File: src/rtl/dmem_arb_pkg.sv
// Shared FSM state, counter width and address-decode constants for dmem_arbiter.
// Build option DMEM_ARB_RR_EN (consumed by dmem_rr_arb) selects round-robin arbitration.
package dmem_arb_pkg;

  typedef enum logic [1:0] {
    ST_IDLE  = 2'd0,
    ST_ISSUE = 2'd1,
    ST_WAIT  = 2'd2,
    ST_RESP  = 2'd3
  } arb_state_t;

  // Wide enough for MEM_LAT up to 7.
  localparam int LAT_CNT_W = 3;

  // Word index into the 256-entry data memory.
  localparam int WIDX_HI = 9;
  localparam int WIDX_LO = 2;
  localparam int WIDX_W  = WIDX_HI - WIDX_LO + 1;

  // Any address bit at or above RANGE_LSB, or any misaligned low bit, faults.
  localparam int         RANGE_LSB  = 10;
  localparam logic [1:0] ALIGN_MASK = 2'b11;

endpackage

File: src/rtl/dmem_rr_arb.sv
// Two-port grant logic; fixed priority (port 0) by default, round-robin with DMEM_ARB_RR_EN.
// The round-robin pointer moves once per completed access, when update is pulsed.
import dmem_arb_pkg::*;

module dmem_rr_arb (
  input  logic       clk,
  input  logic       rst,
  input  logic [1:0] req,
  input  logic       update,
  input  logic       served,
  output logic [1:0] grant
);

`ifdef DMEM_ARB_RR_EN
  // Port that wins the next tie: the one not granted most recently.
  logic prio;

  always_ff @(posedge clk) begin
    if (rst) begin
      prio <= 1'b0;
    end else if (update) begin
      prio <= ~served;
    end
  end

  always_comb begin
    grant = req;
    if (&req) begin
      grant = prio ? 2'b10 : 2'b01;
    end
  end
`else
  logic unused_rr_inputs;
  assign unused_rr_inputs = ^{clk, rst, update, served};

  always_comb begin
    grant = req;
    if (req[0]) begin
      grant = 2'b01;
    end
  end
`endif

endmodule

File: src/rtl/dmem_arbiter.sv
// Two-requester data-memory arbiter: IDLE -> ISSUE -> (WAIT) -> RESP, one access at a time.
// Arbitration mode set by DMEM_ARB_RR_EN (round-robin) vs default fixed priority to port 0.
import dmem_arb_pkg::*;

module dmem_arbiter #(
  parameter int ADDR_W  = 16,
  parameter int DATA_W  = 32,
  parameter int MEM_LAT = 1
) (
  input  logic              clk,
  input  logic              rst,

  input  logic              req0,
  input  logic              we0,
  input  logic [ADDR_W-1:0] addr0,
  input  logic [DATA_W-1:0] wdata0,
  output logic              ack0,
  output logic              err0,
  output logic [DATA_W-1:0] rdata0,
  output logic              stall0,

  input  logic              req1,
  input  logic              we1,
  input  logic [ADDR_W-1:0] addr1,
  input  logic [DATA_W-1:0] wdata1,
  output logic              ack1,
  output logic              err1,
  output logic [DATA_W-1:0] rdata1,
  output logic              stall1,

  output logic              mem_read,
  output logic              mem_write,
  output logic [WIDX_W-1:0] mem_addr,
  output logic [DATA_W-1:0] mem_wdata,
  input  logic [DATA_W-1:0] mem_rdata
);

  arb_state_t           state;
  arb_state_t           state_nxt;
  logic [LAT_CNT_W-1:0] lat_cnt;
  logic                 win_id;
  logic                 lat_we;
  logic [ADDR_W-1:0]    lat_addr;
  logic [DATA_W-1:0]    lat_wdata;
  logic [DATA_W-1:0]    rdata_q;

  logic [1:0]           grant;
  logic                 any_grant;
  logic                 fault;
  logic                 wait_done;
  logic                 in_resp;

  dmem_rr_arb u_arb (
    .clk    (clk),
    .rst    (rst),
    .req    ({req1, req0}),
    .update (in_resp),
    .served (win_id),
    .grant  (grant)
  );

  assign any_grant = |grant;
  assign in_resp   = (state == ST_RESP);
  assign wait_done = (lat_cnt == LAT_CNT_W'(MEM_LAT - 1));

  // Decoded from the latched address only; live requester inputs are ignored after IDLE.
  assign fault = (|lat_addr[ADDR_W-1:RANGE_LSB]) ||
                 ((lat_addr[1:0] & ALIGN_MASK) != 2'b00);

  always_ff @(posedge clk) begin
    if (rst) begin
      state <= ST_IDLE;
    end else begin
      state <= state_nxt;
    end
  end

  always_comb begin
    state_nxt = state;
    case (state)
      ST_IDLE:  if (any_grant) state_nxt = ST_ISSUE;
      ST_ISSUE: state_nxt = (fault || lat_we) ? ST_RESP : ST_WAIT;
      ST_WAIT:  if (wait_done) state_nxt = ST_RESP;
      ST_RESP:  state_nxt = ST_IDLE;
      default:  state_nxt = ST_IDLE;
    endcase
  end

  always_ff @(posedge clk) begin
    if (rst) begin
      lat_cnt   <= '0;
      win_id    <= 1'b0;
      lat_we    <= 1'b0;
      lat_addr  <= '0;
      lat_wdata <= '0;
      rdata_q   <= '0;
    end else begin
      case (state)
        ST_IDLE: begin
          lat_cnt <= '0;
          if (any_grant) begin
            win_id    <= grant[1];
            lat_we    <= grant[1] ? we1    : we0;
            lat_addr  <= grant[1] ? addr1  : addr0;
            lat_wdata <= grant[1] ? wdata1 : wdata0;
            // Cleared so writes and faults return zero data.
            rdata_q   <= '0;
          end
        end
        ST_WAIT: begin
          lat_cnt <= lat_cnt + 1'b1;
          if (wait_done) begin
            rdata_q <= mem_rdata;
          end
        end
        default: ;
      endcase
    end
  end

  always_comb begin
    mem_read  = 1'b0;
    mem_write = 1'b0;
    mem_addr  = '0;
    mem_wdata = '0;
    ack0      = 1'b0;
    ack1      = 1'b0;
    if (state == ST_ISSUE && !fault) begin
      mem_read  = !lat_we;
      mem_write = lat_we;
      mem_addr  = lat_addr[WIDX_HI:WIDX_LO];
      mem_wdata = lat_we ? lat_wdata : '0;
    end
    if (in_resp) begin
      ack0 = !win_id;
      ack1 = win_id;
    end
  end

  assign err0   = ack0 && fault;
  assign err1   = ack1 && fault;
  assign rdata0 = ack0 ? rdata_q : '0;
  assign rdata1 = ack1 ? rdata_q : '0;

  assign stall0 = req0 && !ack0;
  assign stall1 = req1 && !ack1;

endmodule

File: config.mk
export PLATFORM = sky130hd
export DESIGN_NAME = dmem_arbiter
export DESIGN_NICKNAME = d
export VERILOG_FILES = /design/src/rtl/dmem_arb_pkg.sv /design/src/rtl/dmem_rr_arb.sv /design/src/rtl/dmem_arbiter.sv
export SDC_FILE = /design/constraint.sdc
export NUM_CORES = 1
export LEC_CHECK = 0
export ABC_AREA = 1
export BUFFER_PORTS_ARGS = -buffer_cell sky130_fd_sc_hd__buf_2
export CORE_MARGIN = 1.5
export CORE_UTILIZATION = 40
export DETAILED_ROUTE_END_ITERATION = 7
export GPL_ROUTABILITY_DRIVEN = 0
export MAX_ROUTING_LAYER = met4
export PLACE_DENSITY = 0.69
export REMOVE_ABC_BUFFERS = 1
export SKIP_CTS_REPAIR_TIMING = 1
export SYNTH_ARGS = -nofsm -noshare
export SYNTH_HDL_FRONTEND = slang
export SYNTH_SLANG_ARGS = --single-unit
export TNS_END_PERCENT = 5
File: constraint.sdc
create_clock -name clk -period 1.8 [get_ports clk]
set_input_delay 0.36 -clock clk [delete_from_list [all_inputs] [get_ports clk]]
set_output_delay 0.36 -clock clk [all_outputs]
set_load 0.1 [all_outputs]
Word level (Yosys, flattened, before mapping)
Index checks and enable logic that the tools add are counted.
{"block": "totals", "inputBits": 134, "register_bits": 87, "output_inout_bits": 112, "wordCells": 55}
{"block": "op_classes", "muxes": 21, "n_reduce_logical": 21, "addsub": 1, "eq_ne": 5}
{"op": "32-bit two-way mux", "count": 7}
{"op": "32-bit case mux with 2 select lines", "count": 1}
{"op": "16-bit two-way mux", "count": 1}
{"op": "8-bit two-way mux", "count": 1}
{"op": "2-bit case mux with 4 select lines", "count": 1}
{"op": "1-bit two-way mux", "count": 6}
{"op": "2-bit two-way mux", "count": 3}
{"op": "3-bit case mux with 2 select lines", "count": 1}
{"op": "6-bit OR reduction", "count": 1}
{"op": "1-bit logical AND", "count": 5}
{"op": "1-bit logical NOT", "count": 5}
{"op": "2-bit equality test, second input constant", "count": 2}
{"op": "2-bit inequality test, second input constant", "count": 2}
{"op": "2-bit AND reduction", "count": 2}
{"op": "2-bit nonzero test", "count": 2}
{"op": "3-bit by 1-bit adder with 3-bit output, second input constant", "count": 1}
{"op": "3-bit logical NOT", "count": 1}
{"op": "3-bit AND reduction", "count": 1}
{"op": "2-bit by 1-bit equality test with 1-bit output, second input constant", "count": 1}
{"op": "2-bit logical NOT", "count": 1}
{"op": "1-bit logical OR", "count": 2}
{"op": "2-bit OR reduction", "count": 1}

Depth between registers and ports, before layout
{"block": "depth", "word_depth": 5, "depth_mapped": 11}

By module
Synthesis repeated with hierarchy kept, for this count alone.
{"block": "unflattened", "hier_cells": 673, "hier_area_um2": 4423.0}
{"mod": "dmem_arbiter", "seq_area_each_um2": 1741.7, "area_per_inst_um2": 4405.5, "n_inst": 1, "cells_each": 670}
{"mod": "dmem_rr_arb", "seq_area_each_um2": 0.0, "area_per_inst_um2": 17.5, "n_inst": 1, "cells_each": 3}

Least setup slack after synthesis
No wires, ideal clock.
{"block": "synth_timing", "kind": "reg2out", "startpoint": "reg state[0]", "endpoint": "out rdata0[10]", "required_ns": 1.440, "setup_slack_ns": -2.303, "t_arrival_ns": 3.743, "stages_incl_launch_ff": 7, "n_path_buf": 1, "cell_sequence": "dfxtp_1 > ha_1 > inv_1 > nor2_1 > inv_1 > buf_1 > nor2_1"}
{"block": "synth_between", "elab_chain_cells": 3}
{"element": "start: declaration", "line": "dmem_arbiter.sv:38", "source": "arb_state_t state;"}
{"element": "start signal: assignment", "line": "dmem_arbiter.sv:74", "source": "state <= state_nxt;"}
{"element": "2-bit equality test", "line": "dmem_arbiter.sv:63", "source": "assign in_resp = (state == ST_RESP);"}
{"element": "1-bit two-way mux", "line": "dmem_arbiter.sv:134", "source": "if (in_resp) begin"}
{"element": "named net ack0", "line": "dmem_arbiter.sv:17", "source": "output logic ack0,"}
{"element": "32-bit two-way mux", "line": "dmem_arbiter.sv:142", "source": "assign rdata0 = ack0 ? rdata_q : '0;"}
{"element": "end: declaration", "line": "dmem_arbiter.sv:19", "source": "output logic [DATA_W-1:0] rdata0,"}
The timed path passes the listed nets, and every way through them passes these cells.

Worst setup path in the final report
{"block": "layout_timing", "startpoint": "reg state[1]", "endpoint": "out mem_wdata[4]"}
{"block": "layout_between", "elab_chain_cells": 3}
{"element": "2-bit by 1-bit equality test with 1-bit output", "line": "dmem_arbiter.sv:128", "source": "if (state == ST_ISSUE && !fault) begin"}
{"element": "1-bit logical AND", "line": "dmem_arbiter.sv:128"}
{"element": "32-bit two-way mux", "line": "dmem_arbiter.sv:128"}
{"element": "end: declaration", "line": "dmem_arbiter.sv:34", "source": "output logic [DATA_W-1:0] mem_wdata,"}
No other way between the ends.

==> results.yml <==
run_status:
  outcome: "finished, violations left"
  failed_checks: "setup timing"
sta:
  slew_viol_final: 0
  hold_violations: 0
  max_freq_mhz: 475.1
  period_minus_slack_ns: 2.105
  timing.clock.skew_ns: 0.005299
  worst_slack_ns: -0.3046
  rsz0062_at_grt: "yes"
  finalSetupViolCount: 107
  slew_headroom_pct: 62.30
  finalCritPeriodShare_pct: 116.9
  worstMarginPinSlew_ns: 0.5654
global_route:
  antenna_found_initial: 0
  grt_pass1_vias: 5025
  grt.overflow.total: 0
  grt_max_degree: 51
  grt_pass1_wl_um: 23780
  grt_use_total_pct: 24.24
synthesis:
  synth_top_area_cell: "dfxtp_1"
  syn_area_per_cell_um2: 6.919
  netlist.area_leader.share_pct: 37.57
  synthFlopType: "dfxtp_1"
  yosysUniqueCellTypes: 27
  synth_top_family_by_area: "compound AO/OA/AOI/OAI gates"
  synth_compound_area_share_pct: 23.67
  synth_xor_area_share_pct: 0
  synthTopCellsByCount: "nor2_1, a21oi_1, dfxtp_1"
  yosys_warnings: 0
  ys_ff_latch: 87
  syn_inst: 670
  synth_edf_count: 0
  yosysSeqAreaShare_pct: 37.57
  netlist_top_cells_area: "dfxtp_1, a21oi_1, nor2_1, nand2_1, inv_1"
  async_flop_share_pct: 0
  synth_fa_ha_area_share_pct: 1.619
  netlist_area_mm2: 0.004636
  muxShareOfSynthArea_pct: 0
  synth-simple-area-share_pct: 23.51
  synth_most_common_cell: "nor2_1"
final_layout:
  post-route-util_pct: 77.77
  final_nets: 1046
  fin_area_mm2: 0.008842
  fill_cells: 711
  syn_to_final_growth_pct: 90.74
  insertedDiodeCount: 0
  drive_gt1_share_pct: 53.46
pwr:
  p_leak_nw: 3.328
  totalPowerFinal_mw: 8.972
  ir_drop_mv: 0.6561
  power_density_mw_per_mm2: 1015
setup_path:
  cp_top_family: "buffers and inverters"
  startpoint_type: "flip-flop"
  worstSetupPathDepth: 8
  crit_slowest_cell: "dfxtp_2"
  crit_path_cell_trace: "inv_1 > ha_2 > nand2_4 > nor2_4 > inv_4 > clkbuf_16 > nor2_4 > buf_12"
  path_max_fanout: 8
  worstPathRequired_ns: 1.44
  arrival_ns: 1.74
  r2r_cells: 9
  path_buf_inv: 4
  crit_path_end_kind: "output port"
  max_stage_delay_ns: 0.34
  crit_type: "flip-flop to output port"
  cpMostUsedCell: "nor2_4"
die:
  die_w_um: 110.7
  die_area_mm2: 0.01224
  core_area_mm2: 0.01137
  die_h_um: 110.7
  initial_core_util_pct: 40.77
  ios: 246
  num_rows: 39
cts:
  clock_latency_ns: 0.33
  clockBufferDepth: 2
  clk_pin_slew_worst_paths_ns: 0.06
  htreeDepth: 3
  clockRootBuffer: "clkbuf_16"
  clock_sinks: 87
  cts_tree: "yes"
  cts_buffers: 9
drt:
  ant_nets: 0
  drtIter0Drc: 329
  drt-total-wl_um: 17700
  wire_per_inst_um: 16.79
  vias: 5343
  drc: 0
  drt_pass1_iterations: 4
  viasPerCell: 5.069
job:
  maxCapViolations: 0
placement:
  dpl.hpwl_um: 10920
  numPortBuffers: 245
  placed_area_mm2: 0.007692
min_path:
  holdPathStages: 3
  min_path_type: "input pin to flip-flop"
==> path summary, 6_finish.rpt <==
path / start / to / slack (ns)
max: state[1] / mem_wdata[4] / -0.30
max reg2reg: state[1] / lat_wdata[29] / 0.07
min reg2reg: rdata_q[10] / rdata_q[10] / 0.48
min: wdata1[17] / lat_wdata[17] / 0.28
==> registers in the layout, summed over array words and instances, names as in the netlist <==
| name | count |
|---|---|
| lat_wdata | 32 |
| rdata_q | 32 |
| lat_addr | 16 |
| lat_cnt | 3 |
| state | 2 |
| lat_we | 1 |
| win_id | 1 |
==> cell usage in the layout, fill, tap and decap left out, types with 2 or more instances in the layout <==
master and n:
inv_2 6, inv_1 83, clkbuf_8 2, a21oi_2 30, nor2_2 33, nor2_1 10
bufinv_16 3, buf_4 9, buf_2 133, clkbuf_16 13, nand2_1 85, dfxtp_1 85
buf_6 2, nor2_4 76, ha_2 3, ha_1 2, nand2_2 42, buf_12 120
inv_4 4, o21ai_0 51, a21oi_1 105
==> area by class of cell <==
| type | instances | area, um^2 | share of cell area [%] |
|---|---|---|---|
| Timing Repair Buffer | 269 | 3286 | 37.16 |
| Multi-Input combinational cell | 446 | 2915 | 32.97 |
| Sequential cell | 87 | 1747 | 19.75 |
| Inverter | 93 | 359.1 | 4.061 |
| Clock buffer | 11 | 252.7 | 2.858 |
| Tap cell | 143 | 178.9 | 2.023 |
| Clock inverter | 5 | 103.9 | 1.174 |
==> per-layer routing <==
metal | vias to the layer above | global-route usage, % | share of wire [%]
met2 | 252 | 40.29 | 53
met1 | 2497 | 29.66 | 38
li1 | 2565 | - | -
met5 | - | - | 0
met4 | 0 | 8.205 | 2.0
met3 | 29 | 4.538 | 6.9
==> power breakdown <==
part / total [mW] / switching, mW / internal, mW / leakage, nW
clock network: 2.20 / 0.764 / 1.43 / 0.176
logic: 3.92 / 2.63 / 1.28 / 2.44
registers: 2.86 / 0.337 / 2.52 / 0.716
total: 8.97 / 3.73 / 5.24 / 3.33
==> worst min-delay path, cell delays in order <==
cell     delay, ns
buf_2         0.10
nand2_1       0.05
a21oi_1       0.06
==> cells by family after synthesis <==
group                      Yosys count
buffers and inverters              137
and+or+nand+nor                    249
adders and majority gates            6
AOI/OAI and AO/OA                  191
DFF                                 87
==> metrics by stage <==
stage | TNS, ns | std cells | hold WS [ns] | worst slack [ns]
final | -18.06 | 1054 | 0.2752 | -0.3046
after global routing | -25.46 | 1054 | 0.2729 | -0.3825
after CTS | -33.88 | 1048 | 0.2633 | -0.4169
after detailed placement | -0.2600 | 1032 | 0.4581 | -0.04206
after global placement | 0 | 1032 | 0.4552 | 0.01087
after floorplan | -190.19 | 626 | 0.4224 | -2.771
No activity file was read; power rests on OpenSTA's default activity.
